--- src/rtl/rf_alu_sequencer.sv ---
// Sequencer in front of the 8x32 register file: reads two operands through the
// single read port, runs one ALU op, and writes the result back through the write port.
module rf_alu_sequencer #(
   parameter int DATA_W = 32,
   parameter int ADDR_W = 3
) (
   input  logic              clk,
   input  logic              reset_n,
   input  logic              start,
   input  logic [2:0]        op,
   input  logic [ADDR_W-1:0] src_a,
   input  logic [ADDR_W-1:0] src_b,
   input  logic [ADDR_W-1:0] dst,
   input  logic [DATA_W-1:0] imm,
   output logic [ADDR_W-1:0] rf_rAddr,
   input  logic [DATA_W-1:0] rf_rData,
   output logic              rf_we,
   output logic [ADDR_W-1:0] rf_wAddr,
   output logic [DATA_W-1:0] rf_wData,
   output logic              busy,
   output logic              done,
   output logic [DATA_W-1:0] result,
   output logic              zero,
   output logic              carry
);

   localparam int SH_W = $clog2(DATA_W);

   localparam logic [2:0] OP_ADD = 3'b000;
   localparam logic [2:0] OP_SUB = 3'b001;
   localparam logic [2:0] OP_AND = 3'b010;
   localparam logic [2:0] OP_OR  = 3'b011;
   localparam logic [2:0] OP_XOR = 3'b100;
   localparam logic [2:0] OP_SLL = 3'b101;
   localparam logic [2:0] OP_SRL = 3'b110;
   localparam logic [2:0] OP_LDI = 3'b111;

   typedef enum logic [2:0] {
      IDLE = 3'd0,
      RD_A = 3'd1,
      RD_B = 3'd2,
      EXEC = 3'd3,
      WB   = 3'd4
   } state_t;

   state_t state_r;
   state_t next_s;

   logic [2:0]        op_r;
   logic [ADDR_W-1:0] src_b_r;
   logic [ADDR_W-1:0] dst_r;
   logic [DATA_W-1:0] imm_r;
   logic [DATA_W-1:0] opa_r;
   logic [DATA_W-1:0] opb_r;

   logic [DATA_W-1:0] result_r;
   logic              zero_r;
   logic              carry_r;
   logic [ADDR_W-1:0] rf_raddr_r;
   logic              rf_we_r;
   logic [ADDR_W-1:0] rf_waddr_r;
   logic [DATA_W-1:0] rf_wdata_r;
   logic              busy_r;
   logic              done_r;

   logic [DATA_W:0]   alu_s;
   logic [ADDR_W-1:0] raddr_nx_s;

   // Returns {carry, result}; carry is the ADD carry-out or the SUB borrow.
   function automatic logic [DATA_W:0] alu_eval(
      input logic [2:0]        f_op,
      input logic [DATA_W-1:0] f_a,
      input logic [DATA_W-1:0] f_b,
      input logic [DATA_W-1:0] f_imm
   );
      logic [DATA_W:0] r;
      case (f_op)
         OP_ADD:  r = {1'b0, f_a} + {1'b0, f_b};
         OP_SUB:  r = {(f_a < f_b), f_a - f_b};
         OP_AND:  r = {1'b0, f_a & f_b};
         OP_OR:   r = {1'b0, f_a | f_b};
         OP_XOR:  r = {1'b0, f_a ^ f_b};
         OP_SLL:  r = {1'b0, f_a << f_b[SH_W-1:0]};
         OP_SRL:  r = {1'b0, f_a >> f_b[SH_W-1:0]};
         OP_LDI:  r = {1'b0, f_imm};
         default: r = '0;
      endcase
      return r;
   endfunction

   // Next-state logic for the read/read/execute/writeback sequence.
   always_comb begin
      next_s = state_r;
      case (state_r)
         IDLE: begin
            if (start) next_s = RD_A;
            else       next_s = IDLE;
         end
         RD_A:    next_s = RD_B;
         RD_B:    next_s = EXEC;
         EXEC:    next_s = WB;
         WB:      next_s = IDLE;
         default: next_s = IDLE;
      endcase
   end

   // ALU result and the read address for the coming cycle (port is registered).
   always_comb begin
      alu_s = alu_eval(op_r, opa_r, opb_r, imm_r);
      if (next_s == RD_A)      raddr_nx_s = src_a;
      else if (next_s == RD_B) raddr_nx_s = src_b_r;
      else                     raddr_nx_s = '0;
   end

   // State register.
   always_ff @(posedge clk or negedge reset_n) begin
      if (!reset_n) state_r <= IDLE;
      else          state_r <= next_s;
   end

   // Instruction latch and operand capture from the combinational read port.
   always_ff @(posedge clk or negedge reset_n) begin
      if (!reset_n) begin
         op_r    <= 3'b000;
         src_b_r <= '0;
         dst_r   <= '0;
         imm_r   <= '0;
         opa_r   <= '0;
         opb_r   <= '0;
      end else begin
         if (state_r == IDLE && start) begin
            op_r    <= op;
            src_b_r <= src_b;
            dst_r   <= dst;
            imm_r   <= imm;
         end
         if (state_r == RD_A) opa_r <= rf_rData;
         if (state_r == RD_B) opb_r <= rf_rData;
      end
   end

   // Registered outputs; write-port address/data and flags hold between ops.
   always_ff @(posedge clk or negedge reset_n) begin
      if (!reset_n) begin
         result_r   <= '0;
         zero_r     <= 1'b0;
         carry_r    <= 1'b0;
         rf_raddr_r <= '0;
         rf_we_r    <= 1'b0;
         rf_waddr_r <= '0;
         rf_wdata_r <= '0;
         busy_r     <= 1'b0;
         done_r     <= 1'b0;
      end else begin
         rf_raddr_r <= raddr_nx_s;
         rf_we_r    <= (next_s == WB);
         busy_r     <= (next_s != IDLE);
         done_r     <= (state_r == WB);
         if (state_r == EXEC) begin
            result_r   <= alu_s[DATA_W-1:0];
            zero_r     <= (alu_s[DATA_W-1:0] == '0);
            carry_r    <= alu_s[DATA_W];
            rf_waddr_r <= dst_r;
            rf_wdata_r <= alu_s[DATA_W-1:0];
         end
      end
   end

   assign rf_rAddr = rf_raddr_r;
   assign rf_we    = rf_we_r;
   assign rf_wAddr = rf_waddr_r;
   assign rf_wData = rf_wdata_r;
   assign busy     = busy_r;
   assign done     = done_r;
   assign result   = result_r;
   assign zero     = zero_r;
   assign carry    = carry_r;

endmodule

--- config.mk ---
export PLATFORM = sky130hd
export DESIGN_NAME = rf_alu_sequencer
export DESIGN_NICKNAME = d
export VERILOG_FILES = /design/src/rtl/rf_alu_sequencer.sv
export SDC_FILE = /design/constraint.sdc
export NUM_CORES = 1
export LEC_CHECK = 0
export ABC_AREA = 1
export CAP_MARGIN = 20
export CORE_MARGIN = 2
export CORE_UTILIZATION = 35
export CTS_CLUSTER_SIZE = 14
export DETAILED_ROUTE_END_ITERATION = 10
export DONT_BUFFER_PORTS = 1
export PLACE_DENSITY_LB_ADDON = 0.08
export SLEW_MARGIN = 0
export SYNTH_ARGS = -nofsm -noshare
export SYNTH_HDL_FRONTEND = slang
export SYNTH_SLANG_ARGS = --single-unit
--- constraint.sdc ---
create_clock -name clk -period 2.6 [get_ports clk]
set_input_delay 0.26 -clock clk [delete_from_list [all_inputs] [get_ports clk]]
set_output_delay 0.26 -clock clk [all_outputs]
set_load 0.02 [all_outputs]
* Yosys cells after proc, flatten, opt, wreduce, memory -nomap -nowiden
Index checks and enable logic that the tools add are counted.
** Word-level totals
- Bits in latches :: 0
- Memory bits (writable) :: 0
- Bits in read-only memories :: 0
- Memories :: 0
- Output and inout bits :: 75
- Bits in registers :: 151
- Logic and storage cells :: 47
- Input bits :: 79
** Operators by class
- $lt $le $gt $ge :: 1
- Multipliers :: 0
- Bitwise operators :: 3
- Shifts and indexed selects :: 2
- Reductions and logical operators :: 5
- Eq/ne operators :: 14
- $add $sub $neg :: 2
- Div/mod/pow operators :: 0
- Mux-type cells :: 5
** Operator list (count)
- $pmux 33 s8 :: 1
- $add 32x32->33 :: 1
- $and 32x32->32 :: 1
- $logic_not 32->1 :: 1
- $lt 32x32->1 :: 1
- $or 32x32->32 :: 1
- $shl 32x5->32 :: 1
- $shr 32x5->32 :: 1
- $sub 32x32->32 :: 1
- $xor 32x32->32 :: 1
- $eq 3x3->1 const B :: 6
- $eq 3x2->1 const B :: 5
- $pmux 3 s4 :: 1
- $eq 3x1->1 const B :: 3
- $logic_not 3->1 :: 2
- $mux 3 :: 2
- $reduce_bool 3->1 :: 1
- $logic_and 1x1->1 :: 1
- $mux 1 :: 1

* Depth between registers and ports, before layout
Gate-level depths: netlist (run 1).
- Depth after elaboration :: 5
- Gate-level depth with buffers :: 24
- Mapped depth without buffers :: 22

* Worst setup path before layout (run 1)
OpenSTA, ideal clock, no wires.
- Kind :: register to register
- Start point :: reg opb_r[3]
- End point :: reg zero_r, in the netlist zero
- Buffers on the path :: 4
- Period minus slack after synthesis :: 2.689 ns
- Arrival time :: 2.624 ns
- Setup time :: 0.066 ns
- Required time :: 2.534 ns
- Slack :: -0.089 ns
- Cell stages (with the launch flop) :: 24
- Cells stage by stage :: dfrtp_1 -> buf_2 -> inv_1 -> buf_2 -> buf_2 -> ha_1 -> buf_2 -> nor2_1 -> nand2_1 -> nor2_1 -> nand2_1 -> nand3_1 -> nand2_1 -> nand2_1 -> nand2_1 -> nand3_1 -> nand2_1 -> nor2_1 -> nand2_1 -> nor2_1 -> nand2_1 -> nor2_1 -> nand2_1 -> nand2_1
** On the way
- Longest elaborated chain between the ends :: 3
- Elaborated cells between the ends (all ways) :: 9
- Classes of those cells :: 2 x add/sub; 2 x shift; 1 x mux; 3 x bitwise; 1 x reduce/logical
** RTL lines
- from (decl) :: RTL line 54 : logic [DATA_W-1:0] opb_r;
- from (signal assigned) :: RTL line 138 : if (state_r == RD_B) opb_r <= rf_rData;
- $sub 32x32->32, or another cell as far along :: RTL line 79 : OP_SUB: r = {(f_a < f_b), f_a - f_b};
- $pmux 33 s8 * :: RTL line 77 : case (f_op)
- $logic_not 32->1 * :: RTL line 161 : zero_r <= (alu_s[DATA_W-1:0] == '0);
- to (signal assigned) :: RTL line 161
- to (decl) :: RTL line 57 : logic zero_r;
Every way passes the cells marked *; elsewhere a longest branch is shown, timed or not.
A chain may end at the register's enable or synchronous reset.

* Worst setup path after layout (run 1)
- Start point :: reg opa_r[5]
- End point :: reg zero_r, in the netlist zero
** On the way
- Longest elaborated chain between the ends :: 3
- Elaborated cells between the ends (all ways) :: 9
- Classes of those cells :: 2 x add/sub; 2 x shift; 1 x mux; 3 x bitwise; 1 x reduce/logical
** RTL lines
- from (decl) :: RTL line 53 : logic [DATA_W-1:0] opa_r;
- from (signal assigned) :: RTL line 137 : if (state_r == RD_A) opa_r <= rf_rData;
- $sub 32x32->32, or another cell as far along :: RTL line 79
- $pmux 33 s8 * :: RTL line 77
- $logic_not 32->1 * :: RTL line 161
Marked as above.

==> reports/metrics.yaml, run 1 <==
logic_synthesis:
  syn_nets: 2734
  synthFlopType: "dfrtp_1"
  avgSynthCellArea_sq_um: 6.03
  synth-seq-area-share: 0.245
  synth.top_cell.area_share: 0.245
  synth_cell_types: 41
  synthTopCellsByArea: "dfrtp_1 25%, nand2_1 17%, nand3_1 15%"
  ys_seq_elements: 151
  synth_top_cell_by_area: "dfrtp_1"
  synth.cell_area_sq_mm: 0.0154
  synthCells: 2556
  synth_edf_count: 0
  yosysWarnings: 0
  async_reset_ff_frac: 1.00
grt:
  grt_first_pass_wirelength_um: 118000
  grt_pass1_vias: 18500
  grt-ovfl-total: 0
  grt_max_degree: 152
  track_usage: 0.361
  antenna_found_initial: 2
drt:
  route.detailed.drc: 0
  postRouteWirelength_um: 82500
  viasPerCell: 5.39
  first_pass_iters: 6
  drt_iter0_drc: 1852
  wl_per_cell_um: 22.6
  vias: 19700
  antenna_left: 0
critical_path:
  crit_family: "simple AND/OR/NAND/NOR gates"
  reg2reg_slack_ns: -0.04
  ff2ff_path_depth: 19
  crit_chain: "buf_4 -> buf_4 -> ha_1 -> buf_4 -> o21bai_4 -> a21oi_1 -> nand2_2 -> nand2_1 -> buf_4 -> nand3_1 -> nand3_1 -> nand3_2 -> nor2_1 -> nand2_1 -> nor2_1 -> nand2_1 -> nor2_1 -> nand2_1 -> nand2_1"
  worst-path-buf-inv: 4
  r2r-end: "zero"
  required_ns: 3.03
  worstPathMaxFanout: 3
  endpoint_kind: "flip-flop"
  cp_data_arrival_time_ns: 3.07
  cp-startpoint: "opa_r[5]"
  crit_type: "reg2reg"
  crit_path_top_delay_cell: "dfrtp_1"
  critical-path-max-stage-delay_ns: 0.39
  crit_top_cell: "nand2_1"
  start_kind: "flip-flop"
  r2r_start: "opa_r[5]"
clock_network:
  root_buffer: "clkbuf_16"
  cts_inserted_buffers: 17
  post_cts_hold_buffer_count: 75
  path_clk_slew_ns: 0.09
  htreeDepth: 4
  clock_sinks: 151
  cts_tree: "built"
  clockBufferDepth: 2
  clock_latency_ns: 0.50
outcome:
  failed_checks: "hold timing, setup timing"
  outcome: "complete, but fails checks"
placement:
  gp_congestion: 1.05
  port_buffers: 0
  dp_hpwl_um: 67400
cells_and_area:
  fin_nets: 3235
  layout_commonest_cell: "nand2_1"
  fill_cells: 4485
  drive_gt1_frac: 0.313
  mostFrequentLayoutCells: "640 x nand2_1, 532 x buf_4, 414 x nand3_1"
  fin_util: 0.522
  syn_to_final_growth_pct: 46.6
  antenna_cells: 0
timing:
  hold_violations: 151
  post-route-period-util: 1.02
  slew_headroom: 0.463
  tightest_slew_ns: 0.806
  hold_slack_ns: -0.555
  fmax_mhz: 378
  setup_viol: 1
  worst_slack_ns: -0.0433
  period_minus_slack_ns: 2.64
  clock_skew_ns: 0.0210
  rsz0062_at_grt: "yes"
  slew_violations: 0
run:
  drv_cap: 0
floorplan:
  die_w_um: 214
  row_count: 76
  chipHeight_um: 214
  die-area_sq_mm: 0.0457
  num_io_pins: 154
  core_sq_mm: 0.0433
  initial_core_util: 0.356
min_path:
  hold_path.class: "in2async"
layer usage:
metal  track usage  routed length (um)
met1         0.487               36200
met2         0.585               37300
met3        0.0628                6270
met4         0.112                2730
met5             0                   0
cells by family (layout without fill, tap and decap cells):
group / count (synthesis) / in the layout / synth area share
fa+ha+maj: 99 / 99 / 0.0813
mux: 27 / 27 / 0.0197
flops: 151 / 151 / 0.245
simple gates: 1508 / 1508 / 0.418
compound gates: 308 / 308 / 0.107
buf+inv: 462 / 976 / 0.128
xor+xnor: 1 / 1 / 0.000568
synth_stat cells (26+ instances only):
library cell  instances
ha_1                 97
buf_2                59
o22ai_1              26
nand3_1             462
inv_1               300
dfrtp_1             151
nand2_1             712
nor2_1              246
nor3_1               33
nand4_1              31
a21oi_1              97
buf_4                39
mux2_2               27
clkbuf_1             42
o21ai_0             149
repair_timing:
action                     CTS  global route
hold endpoints to repair   257           151
setup endpoints to repair   18            21
setup buffers                9            13
pin swaps                   17            71
gates resized for setup    126           285
cloned                       0             1
worst register-to-register path: cells and delay by family (launching register included):
family                     cells  cell delay [ns]
adders and majority gates      1             0.20
buffers and inverters          4             0.53
and+or+nand+nor               12             1.08
AOI/OAI and AO/OA              2             0.39
DFF                            1             0.39
area by class of cell:
class | count | area, sq um | area share
clock inverters | 15 | 203 | 0.00897
repair buffers | 635 | 5190 | 0.230
multi-input cells | 1943 | 11100 | 0.491
clock buffers | 17 | 425 | 0.0188
inverters | 309 | 1170 | 0.0518
well taps | 585 | 732 | 0.0324
flip-flops and latches | 151 | 3780 | 0.167
flip-flops by register name, indices dropped and copies added (netlist names):
name / cells
rf_wAddr: 3
opa_r: 32
opb_r: 32
rf_wData: 32
op_r: 3
src_b_r: 3
rf_we: 1
dst_r: 3
zero: 1
imm_r: 32
rf_rAddr: 3
busy: 1
carry: 1
done: 1
state_r: 3
per-stage QoR:
stage / instance area (sq um) / TNS [ns] / std cells / setup slack [ns] / hold slack (ns)
after floorplan: 15400 / 0 / 2556 / 0.0117 / -0.0356
after global placement: 19600 / -2.47 / 3527 / -0.448 / -0.0322
after detailed placement: 19600 / -2.53 / 3527 / -0.435 / -0.0320
after CTS: 21500 / -0.114 / 3642 / -0.0760 / -0.588
after global routing: 22600 / -0.735 / 3655 / -0.179 / -0.580
final: 22600 / -0.0433 / 3655 / -0.0433 / -0.555
worst max path at each step:
stage / to / cells past startpoint / slack (ns)
final: zero / 19 / -0.04
after CTS: zero / 16 / -0.08
after global placement: zero / 16 / -0.45
after floorplan: zero / 23 / 0.01
after global routing: zero / 21 / -0.18
after detailed placement: zero / 16 / -0.44
Power of run 1 is left out: the tool's default activity adds up to more than one toggle a clock period on the data nets, which glitch-free logic cannot reach.
==> run 2: changes to the inputs <==
- ABC_AREA: 1 -> not set
==> run 2 against run 1 <==
Effect of this change:
- the run still ends with hold timing, setup timing left
- setup slack lost 1.3 ns
- maximum frequency shrank 32%
- final cell count shrank 14%
- critical endpoint unchanged
- count of clock-buffer cells in the layout grew 2
- via count shrank 7.4%
- highest routed layer is now met5
- clock skew shrank 0.0025 ns
- critical path depth shrank 5
- cell area grew 5.1%
==> reports/metrics.yaml, run 2 <==
outcome:
  outcome: "complete, but fails checks"
  failed_checks: "hold timing, setup timing"
drt:
  wl_met2_um: 38900
  antenna_left: 0
  vias: 18200
  drt_iter0_drc: 1626
  postRouteWirelength_um: 84500
  routedLengthMet1_um: 36500
  first_pass_iters: 5
  highest_layer: "met5"
  wl_per_cell_um: 26.8
  wl_met3_um: 5330
  route.detailed.drc: 0
  viasPerCell: 5.78
cells_and_area:
  mostFrequentLayoutCells: "693 x buf_4, 207 x nand2_1, 144 x nor2_1"
  fin_nets: 2727
  fin_cells: 3156
  layout_commonest_cell: "buf_4"
  syn_to_final_growth_pct: 51.9
  fin_util: 0.538
  drive_gt1_frac: 0.414
critical_path:
  crit_family: "simple AND/OR/NAND/NOR gates"
  worstPathMaxFanout: 12
  required_ns: 2.98
  start_kind: "flip-flop"
  worst-path-buf-inv: 2
  critical-path-max-stage-delay_ns: 0.58
  crit_type: "reg2reg"
  endpoint_kind: "flip-flop"
  cp_data_arrival_time_ns: 4.29
  crit_chain: "buf_12 -> inv_8 -> fa_2 -> nor2_2 -> a211oi_1 -> o22ai_1 -> o2111ai_2 -> a2111o_1 -> or4b_4 -> nor4_4 -> nand4_1 -> nor4_2 -> nand4_1 -> o41ai_2"
  crit_top_cell: "nand4_1"
  crit_path_top_delay_cell: "or4b_4"
logic_synthesis:
  synth_cell_types: 90
  synth-compound-area-share: 0.251
  async_reset_ff_frac: 1.00
  yosysMostFrequentCell: "nand2_1"
  yosysWarnings: 0
  yosys.area_share.simple: 0.178
  synth.top_cell.area_share: 0.242
  avgSynthCellArea_sq_um: 8.20
  synthTopCellsByCount: "208 x nand2_1, 151 x dfrtp_1, 151 x o21ai_0, 150 x nor2_1, 111 x clkbuf_1"
  synthFlopType: "dfrtp_1"
  synth_top_cell_by_area: "dfrtp_1"
  synth_fa_ha_area_frac: 0.0808
  synthCells: 1906
  synth-seq-area-share: 0.242
  ys_seq_elements: 151
  synthTopCellsByArea: "dfrtp_1 24%, ha_1 7.8%, mux4_2 5.3%"
  syn_nets: 2084
  synth.cell_area_sq_mm: 0.0156
  synth_top_family_by_area: "compound AO/OA/AOI/OAI gates"
  synth_xor_area_frac: 0.00952
  synth_edf_count: 0
  muxShareOfSynthArea: 0.158
floorplan:
  chipHeight_um: 215
  row_count: 77
  die_w_um: 215
  die-area_sq_mm: 0.0464
  num_io_pins: 154
  core_sq_mm: 0.0441
  initial_core_util: 0.354
grt:
  grt_max_degree: 152
  grt-ovfl-total: 0
  antenna_found_initial: 2
  grt_first_pass_wirelength_um: 124000
  grt_pass1_vias: 18100
  track_usage: 0.363
run:
  drv_cap: 0
clock_network:
  htreeDepth: 4
  post_cts_hold_buffer_count: 77
  path_clk_slew_ns: 0.07
  root_buffer: "clkbuf_16"
  clock_latency_ns: 0.49
  clock_sinks: 151
  cts_tree: "built"
  cts_inserted_buffers: 17
  clockBufferDepth: 2
timing:
  clock_skew_ns: 0.0185
  hold_violations: 151
  post-route-period-util: 1.51
  fmax_mhz: 255
  slew_headroom: 0.436
  setup_viol: 30
  slew_violations: 0
  period_minus_slack_ns: 3.92
  tightest_slew_ns: 0.835
  hold_slack_ns: -0.532
  rsz0062_at_grt: "yes"
  worst_slack_ns: -1.32
  tns_ns: -18.46
placement:
  gp_congestion: 1.02
  port_buffers: 0
  dp_hpwl_um: 67500
  place_inst: 3010
min_path:
  hold_path.class: "in2async"
==> run 2: final timing paths <==
| check | cells past startpoint | startpoint | slack (ns) | endpoint |
|---|---|---|---|---|
| max | 14 | opb_r[1] | -1.32 | zero |
| min | 0 | reset_n | -0.53 | opb_r[2] |
| max reg2reg | 14 | opb_r[1] | -1.32 | zero |
| min reg2reg | 2 | dst_r[2] | 0.48 | rf_wAddr[2] |
| max in group asynchronous | 0 | reset_n | 2.85 | opb_r[17] |
| min in group clk | 2 | rf_rData[25] | 0.05 | opa_r[25] |
==> run 2: layout make-up <==
type / instances / area (sq um)
fillers: 4340 / 20400
multi-input cells: 1475 / 11600
repair buffers: 811 / 6650
flip-flops and latches: 151 / 3800
well taps: 592 / 741
clock buffers: 19 / 443
inverters: 93 / 367
clock inverters: 13 / 134
diodes: 2 / 5.00
==> run 2: kinds of logic after synthesis <==
logic type | after synthesis
and+or+nand+nor | 591
AOI/OAI and AO/OA | 586
buffers and inverters | 280
muxes | 181
DFF | 151
adders and majority gates | 100
xor gates and xnor gates | 17
==> run 2: routing by layer <==
| metal | track usage | vias to the layer above |
|---|---|---|
| met5 | 0 | - |
| met4 | 0.153 | 2 |
| met3 | 0.0592 | 152 |
| met2 | 0.585 | 694 |
| met1 | 0.483 | 9084 |
| li1 | - | 8298 |
==> run 2: what timing repair did <==
item,4_1_cts,5_1_grt
setup endpoints to repair,33,33
hold endpoints to repair,256,151
gates cloned,1,0
pin swaps,36,41
gates resized for setup,100,102
setup buffers,19,16
==> run 2: metrics by stage <==
step,hold WS (ns),setup slack [ns],cell area [sq um]
2_1_floorplan,-0.0356,-0.961,16000
3_3_place_gp,-0.0300,-1.48,21200
3_5_place_dp,-0.0275,-1.49,21200
4_1_cts,-0.562,-1.28,23200
5_1_grt,-0.548,-1.38,23800
6_report,-0.532,-1.32,23800
Power of run 2 is left out for the same reason.
==> run 3: changes to the inputs <==
- ABC_AREA: not set -> 1
- GPL_TIMING_DRIVEN: not set -> 0
==> run 3 against run 2 <==
Effect of this change:
- the run still ends with hold timing, setup timing left
- count of clock-buffer cells in the layout fell by 2
- final cell count rose by 5.7%
- cell area fell by 17%
- register-to-register slack improved by 1.1 ns
- via count rose by 4.2%
- die area fell by 1.4%
- non-clock buffer count fell by 496
- sequential cell count did not move
- first-iteration DRC count rose by 22%
- critical path depth rose by 1
- sequential share of layout area rose by 3.4 points
- global-route usage rose by 1.8 points
- largest cell class unchanged
==> reports/metrics.yaml, run 3 (synthesis gave the netlist of run 1 again) <==
outcome:
  outcome: "complete, but fails checks"
  failed_checks: "hold timing, setup timing"
cells_and_area:
  antenna_cells: 0
  syn_to_final_growth_pct: 27.8
  mostFrequentLayoutCells: "649 x nand2_1, 421 x nand3_1, 277 x inv_1"
  fin_cells: 3335
  fill_cells: 4678
  drive_gt1_frac: 0.217
  fin_util: 0.455
  seq_area_sq_mm: 0.00382
  layout_commonest_cell: "nand2_1"
  multiInputGateArea_sq_mm: 0.0109
  fin_nets: 2915
drt:
  drt_iter0_drc: 1985
  vias: 19000
  viasPerCell: 5.70
  wl_per_cell_um: 25.9
  antenna_left: 0
  route.detailed.drc: 0
  first_pass_iters: 6
  postRouteWirelength_um: 86400
timing:
  fmax_mhz: 356
  tightest_slew_ns: 0.999
  slew_violations: 0
  rsz0062_at_grt: "yes"
  clock_skew_ns: 0.0140
  worst_slack_ns: -0.210
  period_minus_slack_ns: 2.81
  hold_violations: 151
  hold_slack_ns: -0.550
  setup_viol: 4
  post-route-period-util: 1.08
  slew_headroom: 0.334
critical_path:
  reg2reg_slack_ns: -0.21
  crit_path_top_delay_cell: "buf_1"
  required_ns: 3.03
  critical-path-max-stage-delay_ns: 0.65
  r2r_start: "opb_r[2]"
  ff2ff_path_depth: 15
  crit_top_cell: "nand2_1"
  crit_type: "reg2reg"
  worstPathMaxFanout: 10
  cp_data_arrival_time_ns: 3.24
  crit_chain: "inv_2 -> buf_6 -> buf_1 -> nand2_1 -> nand4_1 -> nand3_1 -> nor2_4 -> nand2_1 -> nor2_2 -> nand2_1 -> nor2_2 -> nand2_1 -> nor2_1 -> nand2_1 -> nand2_1"
  worst-path-buf-inv: 3
  crit_family: "simple AND/OR/NAND/NOR gates"
  start_kind: "flip-flop"
  r2r-end: "zero"
  endpoint_kind: "flip-flop"
clock_network:
  path_clk_slew_ns: 0.08
  cts_tree: "built"
  post_cts_hold_buffer_count: 76
  clockBufferDepth: 2
  root_buffer: "clkbuf_16"
  clock_latency_ns: 0.50
  htreeDepth: 4
  clock_sinks: 151
  cts_inserted_buffers: 17
placement:
  dp_hpwl_um: 68800
  place_inst: 3142
  port_buffers: 0
  gp_congestion: 1.03
floorplan:
  die_w_um: 214
  die-area_sq_mm: 0.0457
  initial_core_util: 0.356
  chipHeight_um: 214
  row_count: 76
  num_io_pins: 154
  core_sq_mm: 0.0433
grt:
  grt_pass1_vias: 17800
  antenna_found_initial: 0
  grt-ovfl-total: 0
  grt_max_degree: 152
  track_usage: 0.381
  grt_first_pass_wirelength_um: 122000
run:
  drv_cap: 0
min_path:
  hold_path.class: "in2async"
run 3: cell types whose count changed in the layout (fill, tap and decap cells not counted), sizes merged, moves of 45 or more:
cell	before	now
buf	733	192
clkbuf	19	64
inv	100	313
mux2i	67	0
nand2	208	713
nand3	39	464
nor2	150	248
run 3: per-stage QoR:
step / worst slack, ns / setup TNS, ns / area [sq um]
3_5_place_dp: -1.26 / -22.19 / 16200
6_report: -0.210 / -0.410 / 19700
3_3_place_gp: -1.25 / -23.94 / 16200
4_1_cts: -0.151 / -0.169 / 18700
5_1_grt: -0.260 / -0.775 / 19700
2_1_floorplan: 0.0117 / 0 / 15400
run 3: routing by layer:
metal  part of all wire  vias to the layer above  routed length [um]  GRT usage
met5                  0                        -                   0          0
met4              0.063                        0                5440      0.213
met3              0.085                      214                7370     0.0682
met2               0.44                     1001               37900      0.595
met1               0.41                     9125               35700      0.496
li1                   -                     8654                   -          -
run 3: worst register-to-register path, stage by stage (launching register included):
cell and delay (ns):
dfrtp_1 0.41, inv_2 0.08, buf_6 0.11, buf_1 0.65, nand2_1 0.25, nand4_1 0.25
nand3_1 0.16, nor2_4 0.15, nand2_1 0.08, nor2_2 0.17, nand2_1 0.08, nor2_2 0.10
nand2_1 0.07, nor2_1 0.09, nand2_1 0.05, nand2_1 0.06
run 3: repair_timing:
action / CTS / global route
cloned: 1 / 0
endpoints found under the hold margin: 259 / 151
buffers inserted: 46 / 40
setup endpoints to repair: 55 / 23
resized for setup: 260 / 226
pin swaps: 42 / 53
run 3: final cells by class:
cell class | count | area share
multi-input cells | 1943 | 0.552
flip-flops and latches | 151 | 0.194
repair buffers | 164 | 0.0730
inverters | 309 | 0.0603
plain buffers | 151 | 0.0525
well taps | 585 | 0.0372
clock buffers | 17 | 0.0216
clock inverters | 15 | 0.00908
run 3: how the worst max path moves through the flow:
stage,start,to,slack [ns],cells after the start
after detailed placement,opb_r[1],zero,-1.26,20
final,opb_r[2],zero,-0.21,15
after CTS,op_r[0],zero,-0.15,13
after floorplan,opb_r[3],zero,0.01,23
after global placement,opb_r[1],zero,-1.25,20
after global routing,opb_r[3],zero,-0.26,20
Power of run 3 is left out for the same reason.
